File: config.mk
export PLATFORM = sky130hd
export DESIGN_NAME = xbar_rr_scheduler_flat
export DESIGN_NICKNAME = d
export VERILOG_FILES = /design/src/rtl/xbar_rr_scheduler_if.sv /design/src/rtl/xbar_rr_scheduler.sv /design/src/flat_wrapper.sv
export SDC_FILE = /design/constraint.sdc
export NUM_CORES = 1
export LEC_CHECK = 0
export BUFFER_PORTS_ARGS = -buffer_cell sky130_fd_sc_hd__buf_2
export CAP_MARGIN = 20
export CORE_MARGIN = 8
export CORE_UTILIZATION = 30
export CTS_BUF_LIST = sky130_fd_sc_hd__clkbuf_8
export DETAILED_ROUTE_END_ITERATION = 10
export PLACE_DENSITY = 0.54
export RECOVER_POWER = 100
export SLEW_MARGIN = 20
export SYNTH_ARGS = -nofsm -noshare
export SYNTH_HDL_FRONTEND = slang
export SYNTH_SLANG_ARGS = --single-unit
File: constraint.sdc
create_clock -name clk -period 7.5 [get_ports clk]
set_input_delay 1.125 -clock clk [delete_from_list [all_inputs] [get_ports clk]]
set_output_delay 1.125 -clock clk [all_outputs]
set_load 0.1 [all_outputs]
File: src/rtl/xbar_rr_scheduler_if.sv
// Request/grant bundle between the crossbar datapath and its round-robin scheduler.
// The master side drives requests and output readiness; the slave side is the scheduler.
interface xbar_rr_scheduler_if #(
  parameter int N  = 4,
  parameter int M  = 4,
  parameter int DW = 2,
  parameter int SW = 2
);
  logic [N-1:0]    req;
  logic [N*DW-1:0] dest;
  logic [N-1:0]    last;
  logic [M-1:0]    out_ready;
  logic [N-1:0]    grant;
  logic [M*SW-1:0] sel;
  logic [M-1:0]    out_valid;
  logic [M*4-1:0]  beat_cnt;

  modport master (
    output req, dest, last, out_ready,
    input  grant, sel, out_valid, beat_cnt
  );

  modport slave (
    input  req, dest, last, out_ready,
    output grant, sel, out_valid, beat_cnt
  );
endinterface

File: src/rtl/xbar_rr_scheduler.sv
// Per-output round-robin ownership scheduler for an N x M crossbar.
// Each output runs an IDLE/BUSY FSM; an owner keeps the output for a packet, capped at MAX_BEATS.
module xbar_rr_scheduler #(
  parameter int N         = 4,
  parameter int M         = 4,
  parameter int DW        = 2,
  parameter int SW        = 2,
  parameter int MAX_BEATS = 8
) (
  input  logic                 clk,
  input  logic                 rst,
  xbar_rr_scheduler_if.slave   bus
);
  localparam int CW = $clog2(MAX_BEATS + 1);

  typedef enum logic {IDLE, BUSY} state_t;

  logic [N-1:0]          grant_w;
  logic [M-1:0][SW-1:0]  sel_all;
  logic [M-1:0]          valid_all;
  logic [M-1:0][3:0]     bcnt_all;

  // An input has one dest, so at most one output can ever claim it.
  always_comb begin
    grant_w = '0;
    for (int o = 0; o < M; o++) begin
      if (valid_all[o]) grant_w[sel_all[o]] = 1'b1;
    end
  end

  assign bus.grant     = grant_w;
  assign bus.sel       = sel_all;
  assign bus.out_valid = valid_all;
  assign bus.beat_cnt  = bcnt_all;

  generate
    for (genvar gi = 0; gi < M; gi++) begin : g_out
      state_t          state_reg;
      logic [SW-1:0]   sel_reg;
      logic [SW-1:0]   ptr_reg;
      logic [3:0]      bcnt_reg;
      logic [CW-1:0]   cnt_reg;
      logic            valid_reg;
      logic [N-1:0]    cand;
      logic            pick_found;
      logic [SW-1:0]   pick_idx;
      logic [SW:0]     sum;
      logic [SW-1:0]   idx;
      logic            req_w;
      logic            last_w;
      logic            beat;
      logic            cap_hit;
      logic [SW-1:0]   ptr_next;

      always_comb begin
        cand = '0;
        for (int i = 0; i < N; i++) begin
          cand[i] = bus.req[i] && (bus.dest[i*DW +: DW] == DW'(gi)) && !grant_w[i];
        end
      end

      // First candidate at or after the pointer, wrapping N-1 -> 0.
      always_comb begin
        pick_found = 1'b0;
        pick_idx   = '0;
        sum        = '0;
        idx        = '0;
        for (int k = 0; k < N; k++) begin
          sum = {1'b0, ptr_reg} + (SW+1)'(k);
          if (sum >= (SW+1)'(N)) sum = sum - (SW+1)'(N);
          idx = sum[SW-1:0];
          if (!pick_found && cand[idx]) begin
            pick_found = 1'b1;
            pick_idx   = idx;
          end
        end
      end

      assign req_w    = bus.req[sel_reg];
      assign last_w   = bus.last[sel_reg];
      assign beat     = req_w && bus.out_ready[gi];
      assign cap_hit  = (cnt_reg == CW'(MAX_BEATS - 1));
      assign ptr_next = (sel_reg == SW'(N - 1)) ? '0 : sel_reg + SW'(1);

      always_ff @(posedge clk or posedge rst) begin
        if (rst) begin
          state_reg <= IDLE;
          valid_reg <= 1'b0;
          sel_reg   <= '0;
          ptr_reg   <= '0;
          bcnt_reg  <= '0;
          cnt_reg   <= '0;
        end else begin
          case (state_reg)
            IDLE: begin
              if (pick_found) begin
                state_reg <= BUSY;
                valid_reg <= 1'b1;
                sel_reg   <= pick_idx;
                bcnt_reg  <= '0;
                cnt_reg   <= '0;
              end
            end
            BUSY: begin
              if (!req_w) begin
                state_reg <= IDLE;
                valid_reg <= 1'b0;
                ptr_reg   <= ptr_next;
              end else if (beat) begin
                if (bcnt_reg != 4'hF) bcnt_reg <= bcnt_reg + 4'd1;
                cnt_reg <= cnt_reg + CW'(1);
                if (last_w || cap_hit) begin
                  state_reg <= IDLE;
                  valid_reg <= 1'b0;
                  ptr_reg   <= ptr_next;
                end
              end
            end
            default: begin
              state_reg <= IDLE;
              valid_reg <= 1'b0;
            end
          endcase
        end
      end

      assign sel_all[gi]   = sel_reg;
      assign valid_all[gi] = valid_reg;
      assign bcnt_all[gi]  = bcnt_reg;
    end
  endgenerate
endmodule

File: src/flat_wrapper.sv
// flat-port wrapper written by rule: the top's interface ports become plain ports
module xbar_rr_scheduler_flat 
#(
  parameter int N         = 4,
  parameter int M         = 4,
  parameter int DW        = 2,
  parameter int SW        = 2,
  parameter int MAX_BEATS = 8
)
  (clk, rst, bus_req, bus_dest, bus_last, bus_out_ready, bus_grant, bus_sel, bus_out_valid, bus_beat_cnt);
  xbar_rr_scheduler_if #(.N(N), .M(M), .DW(DW), .SW(SW)) bus_i ();
  input  logic clk;
  input  logic rst;
  input wire logic [$bits(bus_i.req)-1:0] bus_req;
  input wire logic [$bits(bus_i.dest)-1:0] bus_dest;
  input wire logic [$bits(bus_i.last)-1:0] bus_last;
  input wire logic [$bits(bus_i.out_ready)-1:0] bus_out_ready;
  output wire logic [$bits(bus_i.grant)-1:0] bus_grant;
  output wire logic [$bits(bus_i.sel)-1:0] bus_sel;
  output wire logic [$bits(bus_i.out_valid)-1:0] bus_out_valid;
  output wire logic [$bits(bus_i.beat_cnt)-1:0] bus_beat_cnt;
  assign bus_i.req = bus_req;
  assign bus_i.dest = bus_dest;
  assign bus_i.last = bus_last;
  assign bus_i.out_ready = bus_out_ready;
  assign bus_grant = bus_i.grant;
  assign bus_sel = bus_i.sel;
  assign bus_out_valid = bus_i.out_valid;
  assign bus_beat_cnt = bus_i.beat_cnt;
  xbar_rr_scheduler #(.N(N), .M(M), .DW(DW), .SW(SW), .MAX_BEATS(MAX_BEATS)) u_core (.clk(clk), .rst(rst), .bus(bus_i));
endmodule
# Word level (Yosys, flattened, before mapping)
# Index checks and enable logic that the tools add are counted.
dict set report totals {
  register_bits 56
  latch_bits 0
  ram_bits 0
  rom_bits 0
  in_bits 22
  output_inout_bits 32
  wordCells 459
  n_memories 0
}
dict set report classes {
  add_sub_neg 40
  n_mul 0
  n_div 0
  n_lt_le_gt_ge 40
  eq_ne 56
  n_shift 0
  n_mux 196
  n_bitwise 7
  n_reduce_logical 96
}
# op n
set op_table {}
lappend op_table {{2-to-1 mux 4 bit} 28}
lappend op_table {{2-to-1 mux 2 bit} 48}
lappend op_table {{2-to-1 mux 1 bit} 76}
lappend op_table {{case mux 4 bit (2 select lines)} 8}
lappend op_table {{< comparator 2 x 3 -> 1 bit, second input constant} 20}
lappend op_table {{logical AND 1 bit} 52}
lappend op_table {{binary-select mux 1 bit (select 2 bit)} 24}
lappend op_table {{!= test 2 bit, second input constant} 20}
lappend op_table {{>= comparator 3 bit, second input constant} 12}
lappend op_table {{AND reduction 3 bit} 12}
lappend op_table {{adder 4 x 1 -> 4 bit, second input constant} 8}
lappend op_table {{subtractor 2 x 1 -> 2 bit, second input constant} 16}
lappend op_table {{adder 2 x 2 -> 3 bit, second input constant} 8}
lappend op_table {{equality test 2 bit, second input constant} 12}
lappend op_table {{!= test 3 bit, second input constant} 8}
lappend op_table {{equality test 4 x 3 -> 1 bit, second input constant} 4}
lappend op_table {{zero test 1 bit} 16}
lappend op_table {{!= test 4 bit, second input constant} 4}
lappend op_table {{case mux 1 bit (2 select lines)} 8}
lappend op_table {{AND reduction 4 bit} 4}
lappend op_table {{adder 2 x 1 -> 3 bit, second input constant} 4}
lappend op_table {{>= comparator 2 x 3 -> 1 bit, second input constant} 4}
lappend op_table {{bitwise OR 4 bit} 3}
lappend op_table {{adder 2 x 1 -> 2 bit, second input constant} 4}
lappend op_table {{8 further kinds} 32}

# Logic depth before layout (Yosys ltp)
dict set report logic_depth {
  depth_word 27
  depth_mapped 8
  depth_no_buf 7
}

# Worst setup path before layout
# Ideal clock, no wire load.
dict set report synth_timing {
  path_type {reg2out}
  startpoint {register u_core.g_out[1].sel_reg[1]}
  endpoint {output bus_grant[1]}
  arrival_ps 2385
  t_required_ps 6375
  path_slack_ps 3990
  stages_incl_launch_ff 5
  path_buffers 0
  path_cell_list {dfrtp_1 inv_1 ha_1 a22oi_1 nand2_1}
}
dict set report synth_via {
  elab_chain_cells 10
  elab_cells_between_ends 11
  cone_classes {order compare: 2; mux: 5; bitwise: 3; reduce/logical: 1}
}
# element line
set synth_rtl {}
lappend synth_rtl {{from (decl)} xbar_rr_scheduler.sv:39} ;# logic [SW-1:0] sel_reg;
lappend synth_rtl {{from (signal assigned)} xbar_rr_scheduler.sv:99} ;# sel_reg <= pick_idx;
lappend synth_rtl {{< comparator 2 x 3 -> 1 bit (not written as such) / >= comparator 2 x 1 -> 1 bit (equally long branches)} xbar_rr_scheduler.sv:27} ;# if (valid_all[o]) grant_w[sel_all[o]] = 1'b1;
lappend synth_rtl {{logical AND 1 bit (not written as such)} xbar_rr_scheduler.sv:27}
lappend synth_rtl {{2-to-1 mux 1 bit (not written as such)} xbar_rr_scheduler.sv:27}
lappend synth_rtl {{demux 1 bit (select 2 bit) *} -}
lappend synth_rtl {{bitwise OR 4 bit (no source line) *} -}
lappend synth_rtl {{2-to-1 mux 4 bit *} xbar_rr_scheduler.sv:27}
lappend synth_rtl {{bitwise OR 4 bit (no source line)} -}
lappend synth_rtl {{2-to-1 mux 4 bit *} xbar_rr_scheduler.sv:27}
lappend synth_rtl {{bitwise OR 4 bit (no source line)} -}
lappend synth_rtl {{2-to-1 mux 4 bit *} xbar_rr_scheduler.sv:27}
lappend synth_rtl {{to (decl)} flat_wrapper.sv:18} ;# output wire logic [$bits(bus_i.grant)-1:0] bus_grant;
# Mark *: on every way between the ends. The rest lies on a longest branch, timed or not.

==> reports/results.txt <==
Number of I/O pins: 54
Sw Ratio: 57.9%
WL/cell: 16.4 µm
Pre-CTS setup slack: 4.61 ns
Initial antenna violation count: 0
Core Region: 12,000 µm²
Syn_area_per_cell: 9.56 µm²
Initial Util: 30.7%
First-pass GRT wire length: 15,800 µm
Cell area after synthesis: 3670 µm²
Main flop type after synthesis: dfrtp_1
RR Startpoint: u_core.g_out[2].sel_reg[1]
Critical path type: in2async
Violations in the final reports: capacitance limit, slew limit
Total grt overflow: 0
TNS Setup: 0 ns
Post-route cell area: 4090 µm²
Worst Max-Slew Pin Slew: 3.11 ns
Overall die height: 127 µm
Final period utilization: 49.3%
Nets: 484
Max IR drop VDD: 0.000416 V
Die X: 127 µm
CP Capture Type: asynchronous set/reset pin
Clock Skews: 0.00671 ns
Rows: 40
Max Cap Viol: 2
Seq/Total Area, Yosys: 38.2%
Antenna Nets Post-Route: 0
Fillers: 1,249
EDFF count, synth: 0
Switching Power: 1.06 mW
Worst-path maximum fanout: 56
Detailed Route Iter0 Violations: 178
Slew HR: -107%
Unrepaired setup endpoints after global routing: no
Hold Violations, Final: 0
Post-route setup slack: 3.80 ns
Largest net degree at the start of global routing: 57
Clk pwr share: 12.0%
Final setup vio count: 0
Yosys reg bits: 56
Layout cell share with drive strength beyond 1: 11.4%
Worst hold start: u_core.g_out[0].cnt_reg[0]
Syn nets: 430
CP required: 7.25 ns
Htree depth: 2
Share of the core filled with cells: 34.2%
Placer Congestion: 0.769
DR pass1 iterations: 6
P per Cell Area: 448 nW/µm²
DP Area: 4070 µm²
GRT Total Usage: 12.2%
Internal: 0.771 mW
Logic pwr share: 57.7%
Detailed placement HPWL: 7530 µm
Area grow syn2layout: 11.5%
Critical Path Source Type: primary input
DIE AREA: 16,000 µm²
Minimum clock period: 3.70 ns
Worst EP arrival: 3.45 ns
Post-Syn Instances: 384
Fmax: 270 MHz
Status: finished with violations
Worst hold slack: 0.542 ns
Residual DRC: 0
Port Buffers: 53
Total clock sinks: 56
Yosys warns: 0
Min-delay worst type: reg2reg
CP Launch Point: rst
Final WL: 9620 µm
CTS Hold Buffers Added: 0
Clock Pin Slew Worst Setup and Hold Paths: 0.10 ns
Vias in the first global route: 3,008
Synth unique cells: 53
Antenna Cells: 0
Asr flop ratio synth: 100%
Clk root buf: clkbuf_8
Clock buffer depth: 2
Total CTS buffers: 5
Max-slew violations: 57
CTS tree: yes
Vias: 3,059
Lkg Pwr: 1.79 nW
Post-CTS Resized: 0
Sequential share of power: 30.3%
Skew-Pair Late Insertion Delay: 0.32 ns
Average vias per placed instance: 5.22
Buffer count from post-CTS setup fixing: 0
[synthesized netlist by cell type, types with 6 or more instances]
cell type  instances  share of area (%)
a21oi_1           15                2.0
a22oi_1            7                1.4
and3_1             8                1.4
and4_1             6                1.4
dfrtp_1           56                 38
ha_1              24                8.2
inv_1             23                2.4
mux2_2             9                2.8
mux4_2             8                4.9
nand2_1           46                4.7
nand3_1           27                3.7
nand4_1           13                2.2
nor2_1            33                3.4
nor3_1             6               0.82
nor4_1             8                1.4
o21ai_0           19                2.6
o31ai_1            7                1.4
xor2_1            12                2.9
[per-layer routing]
metal	wire, µm	track usage (%)	up-vias
met5	0	0	-
met4	131	2.97	0
met3	309	2.30	8
met2	4350	19.7	52
met1	4820	16.4	1469
li1	-	-	1530
[cell families after synthesis]
group           synth area share [%]
buf+inv                         3.78
fa+ha+maj                       8.18
flops                           38.2
xor+xnor                        2.86
simple gates                    22.1
mux                             8.63
compound gates                  16.3
[layout by cell type, fill, tap and decap left out, types with 12 or more instances in the layout]
master / instances
buf_2: 19
clkbuf_1: 35
a21oi_1: 15
xor2_1: 12
o21ai_0: 21
dfrtp_1: 56
nand4_1: 13
ha_1: 24
nor2_1: 33
inv_1: 22
nand2_1: 46
nand3_1: 27
[per-stage QoR]
step	total power, mW	std cells
floorplan	1.45	384
global placement	1.66	578
detailed placement	1.67	578
CTS	1.89	586
global route	1.96	586
finish	1.83	586
[layout make-up]
type / count / area (µm²) / area share [%]
clock inverters: 1 / 30.0 / 0.734
repair buffers: 54 / 226 / 5.54
well taps: 147 / 184 / 4.50
inverters: 23 / 86.3 / 2.11
flip-flops and latches: 56 / 1400 / 34.3
clock buffers: 7 / 96.3 / 2.36
multi-input cells: 298 / 2070 / 50.5
[worst max-delay path: stages]
cell,delay [ns]
clkbuf_1,0.07
clkinv_1,0.03
clkbuf_1,2.19
[worst paths after layout]
path	to	slack [ns]	cells after the start
min in group asynchronous	u_core.g_out[1].state_reg	1.96	3
setup / recovery	u_core.g_out[0].state_reg	3.80	3
hold reg to reg	u_core.g_out[0].cnt_reg[0]	0.54	1
max in group clk	bus_grant[0]	3.91	5
hold / removal	u_core.g_out[0].cnt_reg[0]	0.54	1
setup reg to reg	u_core.g_out[3].valid_reg	4.60	6
[power by group through the flow]
stage	Sequential (mW)	Clock, mW	Combinational [mW]
3_5_place_dp	0.564	0	1.10
6_report	0.555	0.220	1.06
2_1_floorplan	0.800	0	0.654
3_3_place_gp	0.560	0	1.10
4_1_cts	0.557	0.228	1.11
5_1_grt	0.580	0.243	1.14
No activity file was read; power rests on OpenSTA's default activity.
